--- src/rtl/pep_ldg_unpack_pkg.sv ---
// Shared sizing, command type and FSM encoding for the GLWE-load AXI unpacker.
// Derived counts follow from N, the AXI word width and the output beat width.
package pep_ldg_unpack_pkg;

  function automatic int cnt_w(input int n);
    return (n > 1) ? $clog2(n) : 1;
  endfunction

  localparam int N           = 64;
  localparam int MOD_Q_W     = 31;
  localparam int COEF_NB     = 4;
  localparam int AXI_DATA_W  = 512;
  localparam int SLOT_W      = 32;

  localparam int AXI_COEF_NB = AXI_DATA_W / SLOT_W;
  localparam int WORD_NB     = N / AXI_COEF_NB;
  localparam int SUBW_NB     = AXI_COEF_NB / COEF_NB;
  localparam int BEAT_NB     = N / COEF_NB;

  // word_cnt must be able to hold WORD_NB itself (the "all words fetched" state)
  localparam int WORD_CNT_W  = cnt_w(WORD_NB + 1);
  localparam int SUBW_CNT_W  = cnt_w(SUBW_NB);
  localparam int BEAT_CNT_W  = cnt_w(BEAT_NB);
  localparam int SLOT_IDX_W  = cnt_w(AXI_COEF_NB);

  typedef struct packed {
    logic [7:0]  pid;
    logic [31:0] addr;
  } load_glwe_cmd_t;

  localparam int LOAD_GLWE_CMD_W = $bits(load_glwe_cmd_t);

  typedef enum logic [1:0] {IDLE, RUN, DONE} ldg_unpack_state_e;

endpackage

--- src/rtl/pep_ldg_axi_unpack.sv ---
// Unpacks AXI read words (one coefficient per slot) into COEF_NB-coefficient beats.
// Optional rlast framing check enabled by defining PEP_LDG_UNPACK_RLAST_CHK_EN.
module pep_ldg_axi_unpack
  import pep_ldg_unpack_pkg::*;
(
  input  logic                       clk,
  input  logic                       s_rst_n,
  input  logic [LOAD_GLWE_CMD_W-1:0] in_cmd,
  input  logic                       in_cmd_vld,
  output logic                       in_cmd_rdy,
  input  logic [AXI_DATA_W-1:0]      m_axi_rdata,
  input  logic [1:0]                 m_axi_rresp,
  input  logic                       m_axi_rlast,
  input  logic                       m_axi_rvalid,
  output logic                       m_axi_rready,
  output logic [COEF_NB*MOD_Q_W-1:0] out_data,
  output logic                       out_vld,
  input  logic                       out_rdy,
  output logic                       out_last,
  output logic                       cmd_done,
  output logic                       ldg_unpack_err
`ifdef PEP_LDG_UNPACK_RLAST_CHK_EN
  ,
  output logic                       ldg_unpack_rlast_err
`endif
);

  if (COEF_NB > AXI_COEF_NB || (COEF_NB & (COEF_NB - 1)) != 0) begin : g_bad_coef_nb
    $fatal(1, "COEF_NB must be a power of 2 not above AXI_COEF_NB");
  end
  if ((AXI_COEF_NB & (AXI_COEF_NB - 1)) != 0) begin : g_bad_axi_coef_nb
    $fatal(1, "AXI_COEF_NB must be a power of 2");
  end
  if (MOD_Q_W > SLOT_W) begin : g_bad_mod_q_w
    $fatal(1, "MOD_Q_W must not exceed SLOT_W");
  end

  ldg_unpack_state_e             state;
  logic [WORD_CNT_W-1:0]         word_cnt;
  logic [SUBW_CNT_W-1:0]         subw_cnt;
  logic [BEAT_CNT_W-1:0]         beat_cnt;
  logic                          word_vld;
  logic [AXI_DATA_W-1:0]         word_q;
  logic [AXI_COEF_NB-1:0][SLOT_W-1:0] slots;
  logic                          axi_acc;
  logic                          out_acc;
  logic                          subw_last;
  logic                          beat_last;
  logic                          words_left;
  logic                          unused_ok;

  assign subw_last  = (subw_cnt == SUBW_CNT_W'(SUBW_NB - 1));
  assign beat_last  = (beat_cnt == BEAT_CNT_W'(BEAT_NB - 1));
  assign words_left = (word_cnt < WORD_CNT_W'(WORD_NB));

  assign out_vld  = word_vld;
  assign out_last = word_vld & beat_last;
  assign out_acc  = word_vld & out_rdy;

  // Refill in the same cycle the last sub-word leaves, so the stream has no bubble
  assign m_axi_rready = (state == RUN) & words_left & (!word_vld | (out_acc & subw_last));
  assign axi_acc      = m_axi_rvalid & m_axi_rready;

  assign unused_ok = ^{in_cmd, m_axi_rlast, word_q};

  always_ff @(posedge clk or negedge s_rst_n) begin
    if (!s_rst_n) begin
      state          <= IDLE;
      in_cmd_rdy     <= 1'b0;
      cmd_done       <= 1'b0;
      word_vld       <= 1'b0;
      word_cnt       <= '0;
      subw_cnt       <= '0;
      beat_cnt       <= '0;
      ldg_unpack_err <= 1'b0;
    end else begin
      cmd_done <= 1'b0;
      if (axi_acc) begin
        word_vld <= 1'b1;
        word_cnt <= word_cnt + 1'b1;
        if (m_axi_rresp != 2'b00) ldg_unpack_err <= 1'b1;
      end else if (out_acc && subw_last) begin
        word_vld <= 1'b0;
      end
      if (out_acc) begin
        subw_cnt <= subw_last ? '0 : subw_cnt + 1'b1;
        beat_cnt <= beat_cnt + 1'b1;
      end
      case (state)
        IDLE: begin
          in_cmd_rdy <= 1'b1;
          if (in_cmd_rdy && in_cmd_vld) begin
            state      <= RUN;
            in_cmd_rdy <= 1'b0;
            word_cnt   <= '0;
            subw_cnt   <= '0;
            beat_cnt   <= '0;
          end
        end
        RUN: begin
          if (out_acc && beat_last) begin
            state    <= DONE;
            cmd_done <= 1'b1;
          end
        end
        DONE: begin
          state      <= IDLE;
          in_cmd_rdy <= 1'b1;
        end
        default: state <= IDLE;
      endcase
    end
  end

  always_ff @(posedge clk) begin
    if (axi_acc) word_q <= m_axi_rdata;
  end

  // Slot select: sub-word index picks a COEF_NB-wide window, high slot bits dropped
  assign slots = word_q;
  always_comb begin
    out_data = '0;
    for (int i = 0; i < COEF_NB; i++) begin
      out_data[i*MOD_Q_W +: MOD_Q_W] =
        slots[SLOT_IDX_W'(int'(subw_cnt) * COEF_NB + i)][MOD_Q_W-1:0];
    end
  end

`ifdef PEP_LDG_UNPACK_RLAST_CHK_EN
  always_ff @(posedge clk or negedge s_rst_n) begin
    if (!s_rst_n) begin
      ldg_unpack_rlast_err <= 1'b0;
    end else if (axi_acc && (m_axi_rlast != (word_cnt == WORD_CNT_W'(WORD_NB - 1)))) begin
      ldg_unpack_rlast_err <= 1'b1;
    end
  end
`endif

endmodule

--- config.mk ---
export PLATFORM = sky130hd
export DESIGN_NAME = pep_ldg_axi_unpack
export DESIGN_NICKNAME = d
export VERILOG_FILES = /design/src/rtl/pep_ldg_unpack_pkg.sv /design/src/rtl/pep_ldg_axi_unpack.sv
export SDC_FILE = /design/constraint.sdc
export NUM_CORES = 1
export LEC_CHECK = 0
export CORE_AREA = 2 2 265 267
export CTS_BUF_LIST = sky130_fd_sc_hd__clkbuf_8
export CTS_CLUSTER_DIAMETER = 60
export DETAILED_ROUTE_END_ITERATION = 8
export DIE_AREA = 0 0 267 269
export RECOVER_POWER = 50
export SLEW_MARGIN = 15
export SYNTH_ARGS = -nofsm -noshare
export SYNTH_HDL_FRONTEND = slang
export SYNTH_SLANG_ARGS = --single-unit
--- constraint.sdc ---
create_clock -name clk -period 32.4 [get_ports clk]
set_input_delay 4.86 -clock clk [delete_from_list [all_inputs] [get_ports clk]]
set_output_delay 4.86 -clock clk [all_outputs]
set_load 0.05 [all_outputs]
==> results of run 1 <==
[final cells by class]
type / count / area [um^2]
Inverter: 3 / 11.3
Tap cell: 940 / 1180
Clock inverter: 71 / 403
Sequential cell: 511 / 15300
Clock buffer: 91 / 1250
Fill cell: 6198 / 41700
Multi-Input combinational cell: 169 / 3070
Timing Repair Buffer: 642 / 6410
Antenna cell: 18 / 45.0
[state kept, by name, summed over array words and instances (netlist names)]
name            cells
ldg_unpack_err      1
in_cmd_rdy          1
slots             496
out_vld             1
beat_cnt            4
subw_cnt            2
cmd_done            1
state               2
word_cnt            3
[worst paths after layout]
check                                 end  slack (ns)  depth (start not counted)
max in group asynchronous     subw_cnt[1]       27.10                          1
setup reg to reg                slots[60]       25.08                          5
min in group asynchronous      in_cmd_rdy        4.72                          1
hold / removal             ldg_unpack_err        0.45                          1
setup / recovery             m_axi_rready       20.79                          4
hold reg to reg            ldg_unpack_err        0.45                          1
[power groups by stage]
stage | clock (mW) | combinational (mW) | sequential [mW]
6_report | 0.551 | 0.986 | 0.921
5_1_grt | 0.601 | 1.03 | 0.933
4_1_cts | 0.574 | 1.02 | 0.919
3_5_place_dp | 0 | 1.01 | 0.931
3_3_place_gp | 0 | 1.01 | 0.924
2_1_floorplan | 0 | 0.681 | 1.02
[metal layers]
metal | GRT usage, % | wire (um)
met2 | 23.2 | 26100
met5 | 0 | 100
met3 | 5.76 | 4590
met4 | 4.46 | 995
met1 | 14.6 | 17900
[critical path, stage by stage]
cell             delay, ns
dlygate4sd3_1         0.63
a21boi_0              0.17
nor3_1                0.21
clkdlybuf4s50_1       0.88
[cell families (layout without fill, tap and decap cells)]
family | count (synthesis) | after routing | share of synthesized area, %
AOI/OAI and AO/OA | 9 | 9 | 0.290
DFF | 511 | 511 | 82.4
adders and majority gates | 3 | 3 | 0.203
buffers and inverters | 31 | 807 | 0.993
muxes | 127 | 127 | 15.2
other | 0 | 18 | 0
and+or+nand+nor | 28 | 28 | 0.763
xor gates and xnor gates | 2 | 2 | 0.0946
[cell usage in the layout, fill, tap and decap left out, drive strengths merged]
master | synthesis | final
a22o | 1 | 1
clkbuf | 6 | 93
nand2 | 6 | 6
edfxtp | 496 | 496
nor2 | 7 | 7
o21ai | 2 | 2
nand4bb | 2 | 2
diode | 0 | 18
inv | 3 | 32
buf | 22 | 8
clkinvlp | 0 | 2
a21oi | 4 | 4
nand2b | 2 | 2
nand3 | 5 | 5
a21o | 1 | 1
nor3 | 4 | 4
dfrtp | 15 | 15
dlygate4sd3 | 0 | 503
or2 | 1 | 1
ha | 3 | 3
mux2i | 3 | 3
bufinv | 0 | 2
clkinv | 0 | 38
clkdlybuf4s50 | 0 | 129
a21boi | 1 | 1
mux4 | 124 | 124
xor2 | 2 | 2
or3 | 1 | 1
==> results.json, run 1 <==
{
  "status": "finished with violations",
  "violations": "capacitance limit, slew limit",
  "yosysUniqueCellTypes": 24,
  "grt_pass1_vias": 11200,
  "dr.pass1.iters": 6,
  "hp-start": "ldg_unpack_err",
  "slew-limit-headroom_pct": -144,
  "timing_worst_setup_path_type": "input pin to output pin",
  "post_route_cells_drive_above_1_share_pct": 16.6,
  "pwr-share-clk_pct": 22.4,
  "finalWorstSetupSlack_ns": 20.79,
  "path_max_fanout": 5,
  "rsz0062_at_grt": "no",
  "drv_cap": 3,
  "synth_edf_count": 496,
  "io_buffers": 632,
  "hp-class": "flop to flop",
  "async_flop_share_pct": 2.94,
  "postCtsHoldBufs": 0,
  "dp_slack_ns": 20.80,
  "final_max_slew_viol_count": 169,
  "synthTopCellsByArea": "edfxtp_1, mux4_2, dfrtp_1",
  "period_needed_ns": 11.61,
  "synth_nets": 1274,
  "hpwl_um": 35400,
  "p_int_mw": 1.53,
  "die_area_um2": 71800,
  "ant_nets": 0,
  "clk_pin_slew_ns": 0.05,
  "vias": 10200,
  "cts_root_buf": "clkbuf_8",
  "crit_path_end_kind": "output pin",
  "wl_per_cell_um": 20.3,
  "placed_area_um2": 26000,
  "avgSynthCellArea_um2": 26.1,
  "nets": 1980,
  "clk_latency_ns": 0.67,
  "timing.hold.ws_ns": 0.453,
  "pwr-share-seq_pct": 37.5,
  "synth.most_common_cell": "edfxtp_1",
  "synthFlopType": "edfxtp_1",
  "syn_inst": 711,
  "synth-seq-cells": 511,
  "ys_warn_count": 0,
  "switching_power_uw": 930,
  "fin_crit_sh_pct": 35.8,
  "gp_congestion": 0.774,
  "finalHoldViolations": 0,
  "fin_skew_ns": 0.0427,
  "max_freq_ghz": 0.0861,
  "final_area_um2": 27600,
  "worst_pin_slew_ns": 3.66,
  "areaGrowthSynthToFinish_pct": 49.2,
  "grt_max_degree": 195,
  "cp.required_ns": 27.54,
  "final_util_pct": 39.9,
  "synth_top_cell_area_share_pct": 80.4,
  "clk_path_buf_depth": 3,
  "die_w_um": 267,
  "cp_data_arrival_time_ns": 6.75,
  "start_util_pct": 26.7,
  "power_frac_comb_pct": 40.1,
  "grt.total_usage_pct": 13.3,
  "antenna_found_initial": 26,
  "core_region_area_um2": 69300,
  "numClockSinks": 511,
  "synth_top_area_cell": "edfxtp_1",
  "overflow": 0,
  "p_leak_nw": 9.17,
  "crit-reg2reg-launch": "subw_cnt[1]",
  "critical_path.startpoint": "out_rdy",
  "finalNonFillerCells": 2445,
  "drtIter0Drc": 697,
  "setup_viol": 0,
  "finalPower_mw": 2.46,
  "dp.cells": 2265,
  "start_kind": "input pin",
  "drcViolationCount": 0,
  "synthesis.area_um2": 18500,
  "fp-row-count": 97,
  "numCtsBuffers": 90,
  "chipHeight_um": 269,
  "viasPerCell": 4.16,
  "p_per_area_nw_per_um2": 88.9,
  "synthTopCellsByCount": "edfxtp_1, mux4_2, buf_2, dfrtp_1, nor2_1",
  "cts_resized": 0,
  "tns_ns": 0,
  "synth.yosys.seq_area_share_pct": 82.4,
  "post_cts_buffers": 0,
  "htree_levels": 3,
  "cts_tree": "done",
  "vdd_drop_max_mv": 0.0454,
  "swShare_pct": 37.9,
  "wirelength_um": 49700,
  "io_pins": 690,
  "grt_first_pass_wirelength_um": 69900
}
No activity file was read; power rests on OpenSTA's default activity.
==> inputs of run 2 (changes only) <==
==> constraint.sdc (replaced) <==
create_clock -name clk -period 11.3 [get_ports clk]
set_input_delay 1.695 -clock clk [delete_from_list [all_inputs] [get_ports clk]]
set_output_delay 1.695 -clock clk [all_outputs]
set_load 0.05 [all_outputs]
==> run 2 against run 1 <==
The flow still finishes with violations (capacitance limit, slew limit). Worst hold slack better by 0.013 ns. Clock-buffer cell count up 1. Wire length down 0.23%. Die area unchanged. Global-route usage down 0.070 points. Sequential share of layout area about the same. Via count down 0.15%. Register-to-register slack worse by 19 ns. First-iteration DRC count down 25%. Largest cell class unchanged. Critical endpoint is now slots[312]. Largest power group unchanged. Sequential power rose to 2.9 times the previous value. Critical path depth up 1.
==> results.json, run 2 (synthesis gave the netlist of run 1 again) <==
{
  "status": "finished with violations",
  "violations": "capacitance limit, slew limit",
  "crit_path_end_kind": "flop",
  "slowest_delay_ns": 2.84,
  "crit-reg2reg-launch": "subw_cnt[0]",
  "pwr-share-seq_pct": 37.5,
  "cp_cell_sequence": "dlygate4sd3_1 -> a21boi_0 -> nor2_4 -> clkbuf_1 -> buf_12",
  "hp-class": "flop to flop",
  "largest_reg_flops": 496,
  "final_max_slew_viol_count": 107,
  "vias": 10100,
  "antenna_found_initial": 23,
  "post_route_cells_drive_above_1_share_pct": 16.6,
  "fin_crit_sh_pct": 55.1,
  "die_w_um": 267,
  "start_kind": "input pin",
  "postCtsHoldBufs": 0,
  "critPathSlowestCell": "clkbuf_1",
  "layout_commonest_cell": "dlygate4sd3_1",
  "gp_congestion": 0.779,
  "rsz0062_at_grt": "no",
  "drtIter0Drc": 525,
  "wirelength_um": 49500,
  "vdd_drop_max_mv": 0.159,
  "nets": 1981,
  "viasPerCell": 4.15,
  "r2r_end": "slots[312]",
  "numCtsBuffers": 91,
  "grt_first_pass_wirelength_um": 70000,
  "finalNonFillerCells": 2448,
  "areaGrowthSynthToFinish_pct": 49.3,
  "cts_root_buf": "clkbuf_8",
  "worst_pin_slew_ns": 4.06,
  "io_pins": 690,
  "cp.required_ns": 11.56,
  "drv_cap": 2,
  "period_needed_ns": 6.22,
  "die_area_um2": 71800,
  "io_buffers": 632,
  "clk_latency_ns": 0.67,
  "dr.pass1.iters": 4,
  "p_int_mw": 4.36,
  "wl_per_cell_um": 20.2,
  "finalHoldViolations": 0,
  "hp-start": "ldg_unpack_err",
  "cp_data_arrival_time_ns": 6.48,
  "overflow": 0,
  "dp.cells": 2265,
  "core_region_area_um2": 69300,
  "grt_max_degree": 175,
  "p_leak_nw": 9.17,
  "clk_path_buf_depth": 3,
  "timing_worst_setup_path_type": "input pin to flop",
  "start_util_pct": 26.7,
  "htree_levels": 3,
  "placed_area_um2": 26000,
  "fin_skew_ns": 0.0403,
  "layout_common_cells": "dlygate4sd3_1, edfxtp_1, clkdlybuf4s50_1, mux4_2, clkbuf_8",
  "swShare_pct": 38.0,
  "pwr-share-clk_pct": 22.2,
  "slew-limit-headroom_pct": -171,
  "rrSetupSlack_ns": 5.63,
  "clk_pin_slew_ns": 0.06,
  "chipHeight_um": 269,
  "cts_resized": 0,
  "p_per_area_nw_per_um2": 254,
  "min_delay_path_depth": 1,
  "reg2reg_depth": 5,
  "max_freq_ghz": 0.161,
  "cp_top_family": "buffers and inverters",
  "grt_pass1_vias": 11100,
  "hpwl_um": 35600,
  "numClockSinks": 511,
  "drcViolationCount": 0,
  "timing.hold.ws_ns": 0.466,
  "final_area_um2": 27700,
  "fp-row-count": 97,
  "setup_viol": 0,
  "switching_power_mw": 2.67,
  "grt.total_usage_pct": 13.3,
  "tns_ns": 0,
  "path_max_fanout": 174,
  "post_cts_buffers": 0,
  "ant_nets": 0,
  "finalPower_mw": 7.04,
  "num-fill-cells": 6261,
  "cts_tree": "done",
  "crit_buf_inv": 3,
  "holdPathEnd": "ldg_unpack_err",
  "power_frac_comb_pct": 40.3
}
-- run 2: cell types whose count changed in the layout (fill, tap and decap cells not counted), sizes merged, moves of 2 or more --
cell | before | now
clkdlybuf4s50 | 129 | 133
dlygate4sd3 | 503 | 499
clkinv | 38 | 36
inv | 32 | 35
-- run 2: worst reg2reg max path, stage by stage (launching register included) --
cell and delay (ns):
dfrtp_4 0.86, ha_1 0.29, a21boi_0 0.19, nor2_4 0.16
clkbuf_1 2.84, buf_12 0.68
-- run 2: per-stage QoR --
stage / worst slack (ns) / util (%)
2_1_floorplan: 1.37 / -
3_3_place_gp: 5.85 / 37.5
3_5_place_dp: 5.83 / 37.5
4_1_cts: 5.09 / 39.8
5_1_grt: 4.73 / 39.9
6_report: 5.08 / 39.9
-- run 2: layout make-up --
class	instances	area [um^2]	area share (%)
repair buffers	642	6420	23.2
well taps	940	1180	4.25
multi-input cells	169	3080	11.1
flip-flops and latches	511	15300	55.2
diodes	19	47.5	0.172
clock buffers	92	1270	4.58
clock inverters	72	377	1.36
inverters	3	11.3	0.0407
-- run 2: worst max path at each step --
stage           startpoint           end  slack, ns  cells after the start
2_1_floorplan      out_rdy   word_cnt[2]       1.37                      3
3_3_place_gp   subw_cnt[0]  out_data[20]       5.85                      4
3_5_place_dp   subw_cnt[0]  out_data[38]       5.83                      4
4_1_cts        subw_cnt[0]  out_data[38]       5.09                      4
5_1_grt            out_rdy    slots[312]       4.73                      5
6_report           out_rdy    slots[312]       5.08                      5
-- run 2: per-layer routing --
layer / up-vias / GRT usage [%] / routed length [um] / part of all wire [%]
met1: 5081 / 14.3 / 17800 / 36
li1: 4523 / - / - / -
met4: 18 / 4.97 / 1030 / 2.1
met3: 99 / 5.53 / 4520 / 9.1
met5: - / 0 / 108 / 0.22
met2: 428 / 23.2 / 26000 / 53
-- run 2: power by group through the flow --
stage / clock network, mW / registers [mW] / logic [mW]
final: 1.56 / 2.64 / 2.84
after global routing: 1.71 / 2.68 / 2.97
after CTS: 1.62 / 2.64 / 2.92
after detailed placement: 0 / 2.68 / 2.91
after global placement: 0 / 2.65 / 2.89
after floorplan: 0 / 2.70 / 1.95
==> inputs of run 3 (changes only) <==
==> constraint.sdc (replaced) <==
create_clock -name clk -period 6.1 [get_ports clk]
set_input_delay 0.915 -clock clk [delete_from_list [all_inputs] [get_ports clk]]
set_output_delay 0.915 -clock clk [all_outputs]
set_load 0.05 [all_outputs]
==> run 3 against run 2 <==
The run still ends with capacitance limit, slew limit left. Sequential power up 86%. Via count grew 0.68%. Wire length rose by 0.20%. Global-route usage about the same.
==> results.json, run 3 (synthesis gave the netlist of run 1 again) <==
{
  "status": "finished with violations",
  "violations": "capacitance limit, slew limit",
  "clk_latency_ns": 0.65,
  "gp_congestion": 0.784,
  "grt_pass1_vias": 11200,
  "drv_cap": 1,
  "layout_common_cells": "dlygate4sd3_1, edfxtp_1, clkdlybuf4s50_1, mux4_2, clkbuf_8",
  "ant_nets": 0,
  "rsz0062_at_grt": "no",
  "cts_root_buf": "clkbuf_8",
  "grt_first_pass_wirelength_um": 69800,
  "final_max_slew_viol_count": 17,
  "crit_path_end_kind": "output pin",
  "grt_max_degree": 150,
  "path_max_fanout": 33,
  "clk_path_buf_depth": 3,
  "antenna_found_initial": 20,
  "finalPower_mw": 13.1,
  "die_w_um": 267,
  "cp.required_ns": 5.18,
  "largest_reg_flops": 496,
  "tns_ns": 0,
  "nets": 1985,
  "vias": 10200,
  "cp_data_arrival_time_ns": 3.44,
  "dp.cells": 2273,
  "io_pins": 690,
  "post_route_cells_drive_above_1_share_pct": 16.7,
  "start_util_pct": 26.7,
  "timing_worst_setup_path_type": "flop to output pin",
  "htree_levels": 3,
  "numCtsBuffers": 87,
  "num-fill-cells": 6215,
  "slew-limit-headroom_pct": -32.7,
  "core_region_area_um2": 69300,
  "overflow": 0,
  "hpwl_um": 35800,
  "drcViolationCount": 0,
  "wl_per_cell_um": 20.3,
  "drtIter0Drc": 582,
  "cts_tree": "done",
  "fin_crit_sh_pct": 71.4,
  "clk_pin_slew_ns": 0.06,
  "p_leak_nw": 9.21,
  "multi_input_area_um2": 3090,
  "wirelength_um": 49600,
  "p_per_area_nw_per_um2": 472,
  "grt.total_usage_pct": 13.3,
  "io_buffers": 632,
  "finalNonFillerCells": 2447,
  "areaGrowthSynthToFinish_pct": 49.8,
  "postCtsHoldBufs": 0,
  "die_area_um2": 71800,
  "viasPerCell": 4.18,
  "chipHeight_um": 269,
  "cts_resized": 0,
  "layout_commonest_cell": "dlygate4sd3_1",
  "start_kind": "flop",
  "hp-class": "flop to flop",
  "period_needed_ns": 4.35,
  "finalHoldViolations": 0,
  "dp_slack_ns": 2.33,
  "post_cts_buffers": 0,
  "max_freq_ghz": 0.230,
  "setup_viol": 0,
  "fin_skew_ns": 0.0391,
  "dr.pass1.iters": 4,
  "finalWorstSetupSlack_ns": 1.75,
  "vdd_drop_max_mv": 0.267,
  "numClockSinks": 511,
  "timing.hold.ws_ns": 0.479,
  "worst_pin_slew_ns": 1.98,
  "fp-row-count": 97,
  "seq_area_um2": 15300
}
[run 3: area by class of cell]
cell class              count  area share, %
well taps                 940           4.24
repair buffers            650           23.4
inverters                   3         0.0406
diodes                     16          0.144
clock inverters            66           1.42
flip-flops and latches    511           55.0
clock buffers              92           4.56
multi-input cells         169           11.1
[run 3: layer usage]
metal  routed length (um)  vias to the layer above  part of all wire (%)  track usage (%)
met5                   77                        -                  0.16                0
met4                 1140                       12                   2.3             4.57
li1                     -                     4515                     -                -
met1                17900                     5160                    36             14.5
met2                26100                      428                    53             23.3
met3                 4370                      103                   8.8             5.42
[run 3: through the flow]
step	instance area, um^2	util, %
floorplan	18600	-
global placement	26100	37.6
detailed placement	26100	37.6
CTS	27700	40.0
global route	27700	40.0
finish	27800	40.1
[run 3: worst max-delay path, cell delays in order (launching register included)]
cell and delay [ns]:
dfrtp_4 0.89, buf_4 0.50, mux4_2 0.59, clkdlybuf4s50_1 0.74
[run 3: final timing paths]
path	cells after the start	startpoint	end	slack, ns
max in group asynchronous	1	s_rst_n	subw_cnt[1]	4.82
min reg2reg	1	ldg_unpack_err	ldg_unpack_err	0.48
min	1	ldg_unpack_err	ldg_unpack_err	0.48
max	3	subw_cnt[0]	out_data[70]	1.75
max reg2reg	4	subw_cnt[1]	slots[380]	2.03
min in group asynchronous	1	s_rst_n	subw_cnt[0]	0.76
[run 3: power by group]
part / total (mW) / switching [mW] / internal [mW] / leakage, nW
Clock: 2.93 / 1.39 / 1.54 / 0.931
Combinational: 5.25 / 3.24 / 2.02 / 3.60
Sequential: 4.92 / 0.302 / 4.62 / 4.69
Total: 13.1 / 4.93 / 8.17 / 9.21
